--- src/rtl/rst_seq_ctrl.sv ---
// Reset sequencer: synchronizes the board reset release, stretches it, then releases
// per-bank asynchronous clears one at a time, each gated by ACK or a per-bank timeout.
module rst_seq_ctrl #(
   parameter int unsigned NBANK       = 4,
   parameter int unsigned SYNC_STAGES = 2,
   parameter int unsigned STRETCH     = 16,
   parameter int unsigned TMO         = 255,
   localparam int unsigned BW         = (NBANK > 1) ? $clog2(NBANK) : 1
) (
   input  logic             CK,
   input  logic             RN,
   input  logic             SWRST,
   input  logic [NBANK-1:0] ACK,
   output logic [NBANK-1:0] CD,
   output logic             DONE,
   output logic             BUSY,
   output logic             ERR,
   output logic [BW-1:0]    ERRBANK
);

   localparam int unsigned CMAX = (STRETCH > TMO) ? STRETCH : TMO;
   localparam int unsigned CW   = $clog2(CMAX) + 1;

   localparam logic [1:0] ST_SYNC    = 2'd0;
   localparam logic [1:0] ST_STRETCH = 2'd1;
   localparam logic [1:0] ST_RELEASE = 2'd2;
   localparam logic [1:0] ST_RUN     = 2'd3;

   logic [1:0]             state_q, state_d;
   logic [CW-1:0]          cnt_q, cnt_d;
   logic [BW-1:0]          idx_q, idx_d, idx_nxt;
   logic [NBANK-1:0]       cd_q, cd_d;
   logic                   err_q, err_d;
   logic [BW-1:0]          errbank_q, errbank_d;
   logic [SYNC_STAGES-2:0] sync_q;
   logic                   sync_out;
   logic                   ack_cur, tmo_hit;

   // The state register acts as the final synchronizer stage, so SYNC is left on edge
   // SYNC_STAGES and the stretch count starts from there.
   if (SYNC_STAGES > 2) begin : g_sync_chain
      always_ff @(posedge CK or negedge RN) begin
         if (!RN) sync_q <= '0;
         else     sync_q <= {sync_q[SYNC_STAGES-3:0], 1'b1};
      end
   end else begin : g_sync_single
      always_ff @(posedge CK or negedge RN) begin
         if (!RN) sync_q <= '0;
         else     sync_q <= 1'b1;
      end
   end

   assign sync_out = sync_q[SYNC_STAGES-2];
   assign idx_nxt  = idx_q + 1'b1;
   assign ack_cur  = ACK[idx_q];
   assign tmo_hit  = (cnt_q == CW'(TMO - 1));

   always_comb begin
      state_d   = state_q;
      cnt_d     = cnt_q;
      idx_d     = idx_q;
      cd_d      = cd_q;
      err_d     = err_q;
      errbank_d = errbank_q;
      case (state_q)
         ST_SYNC: begin
            if (sync_out) begin
               state_d = ST_STRETCH;
               cnt_d   = '0;
            end
         end
         ST_STRETCH: begin
            cd_d = '1;
            if (cnt_q == CW'(STRETCH - 1)) begin
               cd_d[0] = 1'b0;
               state_d = ST_RELEASE;
               idx_d   = '0;
               cnt_d   = '0;
            end else begin
               cnt_d = cnt_q + 1'b1;
            end
         end
         ST_RELEASE: begin
            if (ack_cur || tmo_hit) begin
               // An ACK arriving on the timeout edge wins; no error is flagged.
               if (!ack_cur) begin
                  err_d     = 1'b1;
                  errbank_d = idx_q;
               end
               cnt_d = '0;
               if (idx_q == BW'(NBANK - 1)) begin
                  state_d = ST_RUN;
               end else begin
                  idx_d         = idx_nxt;
                  cd_d[idx_nxt] = 1'b0;
               end
            end else begin
               cnt_d = cnt_q + 1'b1;
            end
         end
         ST_RUN: begin
            cd_d = '0;
         end
         default: begin
            state_d = ST_SYNC;
         end
      endcase
      if (SWRST && (state_q != ST_SYNC)) begin
         cd_d    = '1;
         cnt_d   = '0;
         state_d = ST_STRETCH;
      end
   end

   always_ff @(posedge CK or negedge RN) begin
      if (!RN) begin
         state_q   <= ST_SYNC;
         cnt_q     <= '0;
         idx_q     <= '0;
         cd_q      <= '1;
         err_q     <= 1'b0;
         errbank_q <= '0;
      end else begin
         state_q   <= state_d;
         cnt_q     <= cnt_d;
         idx_q     <= idx_d;
         cd_q      <= cd_d;
         err_q     <= err_d;
         errbank_q <= errbank_d;
      end
   end

   assign CD      = cd_q;
   assign DONE    = (state_q == ST_RUN);
   assign BUSY    = (state_q != ST_RUN);
   assign ERR     = err_q;
   assign ERRBANK = errbank_q;

endmodule

--- config.mk ---
export PLATFORM = sky130hd
export DESIGN_NAME = rst_seq_ctrl
export DESIGN_NICKNAME = d
export VERILOG_FILES = /design/src/rtl/rst_seq_ctrl.sv
export SDC_FILE = /design/constraint.sdc
export NUM_CORES = 1
export LEC_CHECK = 0
export CAP_MARGIN = 40
export CORE_ASPECT_RATIO = 0.5
export CORE_MARGIN = 5
export CORE_UTILIZATION = 25
export DETAILED_ROUTE_END_ITERATION = 7
export PLACE_DENSITY = 0.53
export SYNTH_ARGS = -nofsm -noshare
export SYNTH_HDL_FRONTEND = slang
export SYNTH_SLANG_ARGS = --single-unit
--- constraint.sdc ---
create_clock -name CK -period 2.96 [get_ports CK]
set_input_delay 0.444 -clock CK [delete_from_list [all_inputs] [get_ports CK]]
set_output_delay 0.444 -clock CK [all_outputs]
set_load 0.02 [all_outputs]
==> results.sh <==
export IMPL_outcome="completed"
export IMPL_row_count=18
export IMPL_track_usage_pct=9.02
export IMPL_dp_hpwl_um=2160
export IMPL_async_flop_share_pct=100
export IMPL_r2r_start="cnt_q[1]$_DFFE_PN0P_"
export IMPL_cts_resized=0
export IMPL_area_delta_synth_final_pct=22.1
export IMPL_core_um2=5040
export IMPL_max_vdd_ir_drop_mv=0.204
export IMPL_ctsHoldBuffers=0
export IMPL_port_buffers=15
export IMPL_die_w_um=113
export IMPL_layout_common_cells="dfrtp_1 (17), clkdlybuf4s50_1 (15), nand2_1 (14)"
export IMPL_syn_area_um2=1330
export IMPL_start_util_pct=26.4
export IMPL_route_detailed_drc=0
export IMPL_ys_seq_area_share_pct=39.8
export IMPL_crit_type="reg2reg"
export IMPL_finalClockSkew_ns=0.00495
export IMPL_required_ns=3.10
export IMPL_yosys_warnings=0
export IMPL_crit_fanout=8
export IMPL_cts_path_max_buffers=2
export IMPL_cts_root_buf="clkbuf_8"
export IMPL_synthCells=140
export IMPL_startpoint_type="flop"
export IMPL_nets=178
export IMPL_stdcell_count=228
export IMPL_crit_start="cnt_q[1]$_DFFE_PN0P_"
export IMPL_min_period_over_period_pct=82.8
export IMPL_antenna_found_initial=0
export IMPL_insertion_delay_ns=0.26
export IMPL_dieArea_um2=6970
export IMPL_cts_buffers=3
export IMPL_viasPerCell=4.60
export IMPL_dr_pass1_iters=4
export IMPL_worstMarginPinSlew_ns=0.903
export IMPL_min_path_type="in2async"
export IMPL_path_clk_slew_ns=0.08
export IMPL_postRouteAntennaNets=0
export IMPL_hold_viol=0
export IMPL_wl_um=2800
export IMPL_synth_flop_cell="dfrtp_1"
export IMPL_synth_enable_flop_cells=0
export IMPL_p_leak_nw=0.675
export IMPL_io_pins=16
export IMPL_synth_seq_cells=21
export IMPL_htree_levels=1
export IMPL_synth_cell_types=39
export IMPL_rsz0062_at_grt="false"
export IMPL_maxSlewViolCount=0
export IMPL_drt_iter0_markers=71
export IMPL_tns_ns=0
export IMPL_min_period_ns=2.45
export IMPL_fmax_mhz=408
export IMPL_arrival_ns=2.59
export IMPL_end_kind="flop"
export IMPL_grt_ovfl_total=0
export IMPL_syn_mean_instance_area_um2=9.51
export IMPL_cts_tree="yes"
export IMPL_cts_sinks=21
export IMPL_vias=1048
export IMPL_grt_max_degree=16
export IMPL_die_y_um=61.6
export IMPL_drv_cap=0
export IMPL_syn_nets=159
export IMPL_path_cells="ha_1, nand3_1, o41ai_1, o22ai_1, nand2b_1, o21ai_0"
export IMPL_drive_gt1_share_pct=10.1
export IMPL_diodes=0
export IMPL_power_density_nw_per_um2=601
export IMPL_grt_pass1_vias=1079
export IMPL_final_setup_viol_count=0
export IMPL_critical_path_max_stage_delay_ns=0.86
export IMPL_placed_cells=224
export IMPL_crit_slowest_cell="o41ai_1"
export IMPL_detail_route_wl_per_cell_um=12.3
export IMPL_maxSlewHeadroom_pct=39.0
export IMPL_fin_util_pct=32.2
export IMPL_grt_pass1_wl_um=5000
export IMPL_gp_congestion=0.759
export IMPL_postCtsSetupBuffers=0
export IMPL_mostFrequentLayoutCell="dfrtp_1"
-- report_power, final --
group | switching (mW) | internal, mW
logic | 0.226 | 0.185
registers | 0.0377 | 0.336
clock network | 0.0958 | 0.0959
total | 0.359 | 0.617
-- metrics by stage --
step | hold WS (ns) | instance area (um^2) | power (mW) | setup slack, ns
3_5_place_dp | 0.454 | 1580 | 0.793 | 0.542
5_1_grt | 0.409 | 1630 | 1.05 | 0.344
6_report | 0.398 | 1630 | 0.976 | 0.510
4_1_cts | 0.407 | 1630 | 0.992 | 0.534
3_3_place_gp | 0.453 | 1570 | 0.787 | 0.591
2_1_floorplan | 0.148 | 1330 | 0.668 | 0.831
-- synth_stat cells (all sizes together), types with 4 or more instances --
| library cell | count | area, um^2 |
|---|---|---|
| inv | 10 | 37.5 |
| dfstp | 4 | 105 |
| o21ai | 13 | 65.1 |
| or4 | 5 | 42.5 |
| nor2b | 4 | 25.0 |
| nand2b | 7 | 43.8 |
| mux2i | 4 | 40.0 |
| a21oi | 5 | 25.0 |
| dfrtp | 17 | 425 |
| nor2 | 7 | 26.3 |
| nand3 | 4 | 20.0 |
| nand2 | 14 | 52.6 |
| ha | 12 | 150 |
-- metal layers --
metal	routed length, um	global-route usage (%)	vias up
met5	0	0	-
met4	16	2.57	0
met2	1220	15.1	15
li1	-	-	534
met1	1470	11.8	497
met3	94	2.36	2
-- flip-flops by register name (all words and copies together), names as in the netlist --
name and count:
cnt_q 9, CD 4, ERRBANK 2, idx_q 2
sync_out 1, ERR 1, state_q 2
-- worst max-delay path, delay by kind of cell (launching register included) --
family	cells	cell delay [ns]
AO/OA/AOI/OAI	3	1.29
adder cells (fa/ha/maj)	1	0.22
flip-flops	1	0.40
AND/OR/NAND/NOR	2	0.43
-- logic make-up after synthesis --
logic type	share of synthesized area [%]
mux	4.98
flops	39.8
other cells	0.282
fa+ha+maj	11.3
compound gates	21.2
buf+inv	3.67
simple gates	18.7
-- cell type report --
| class | count | area [um^2] |
|---|---|---|
| Inverter | 10 | 37.5 |
| Tap cell | 70 | 87.6 |
| Clock buffer | 4 | 45.0 |
| Timing Repair Buffer | 17 | 173 |
| Multi-Input combinational cell | 106 | 752 |
| Fill cell | 535 | 3420 |
| Sequential cell | 21 | 531 |
-- final timing paths --
kind,to,slack (ns),depth (start not counted)
max reg2reg,cnt_q[0]$_DFFE_PN0P_,0.51,6
min,state_q[1]$_DFFE_PN0P_,0.40,1
max,cnt_q[0]$_DFFE_PN0P_,0.51,6
max in group asynchronous,CD[2]$_DFFE_PN1P_,2.14,2
min in group CK,ERR$_DFFE_PN0P_,0.47,1
min reg2reg,ERR$_DFFE_PN0P_,0.47,1
Power figures use the tool's default switching activity.
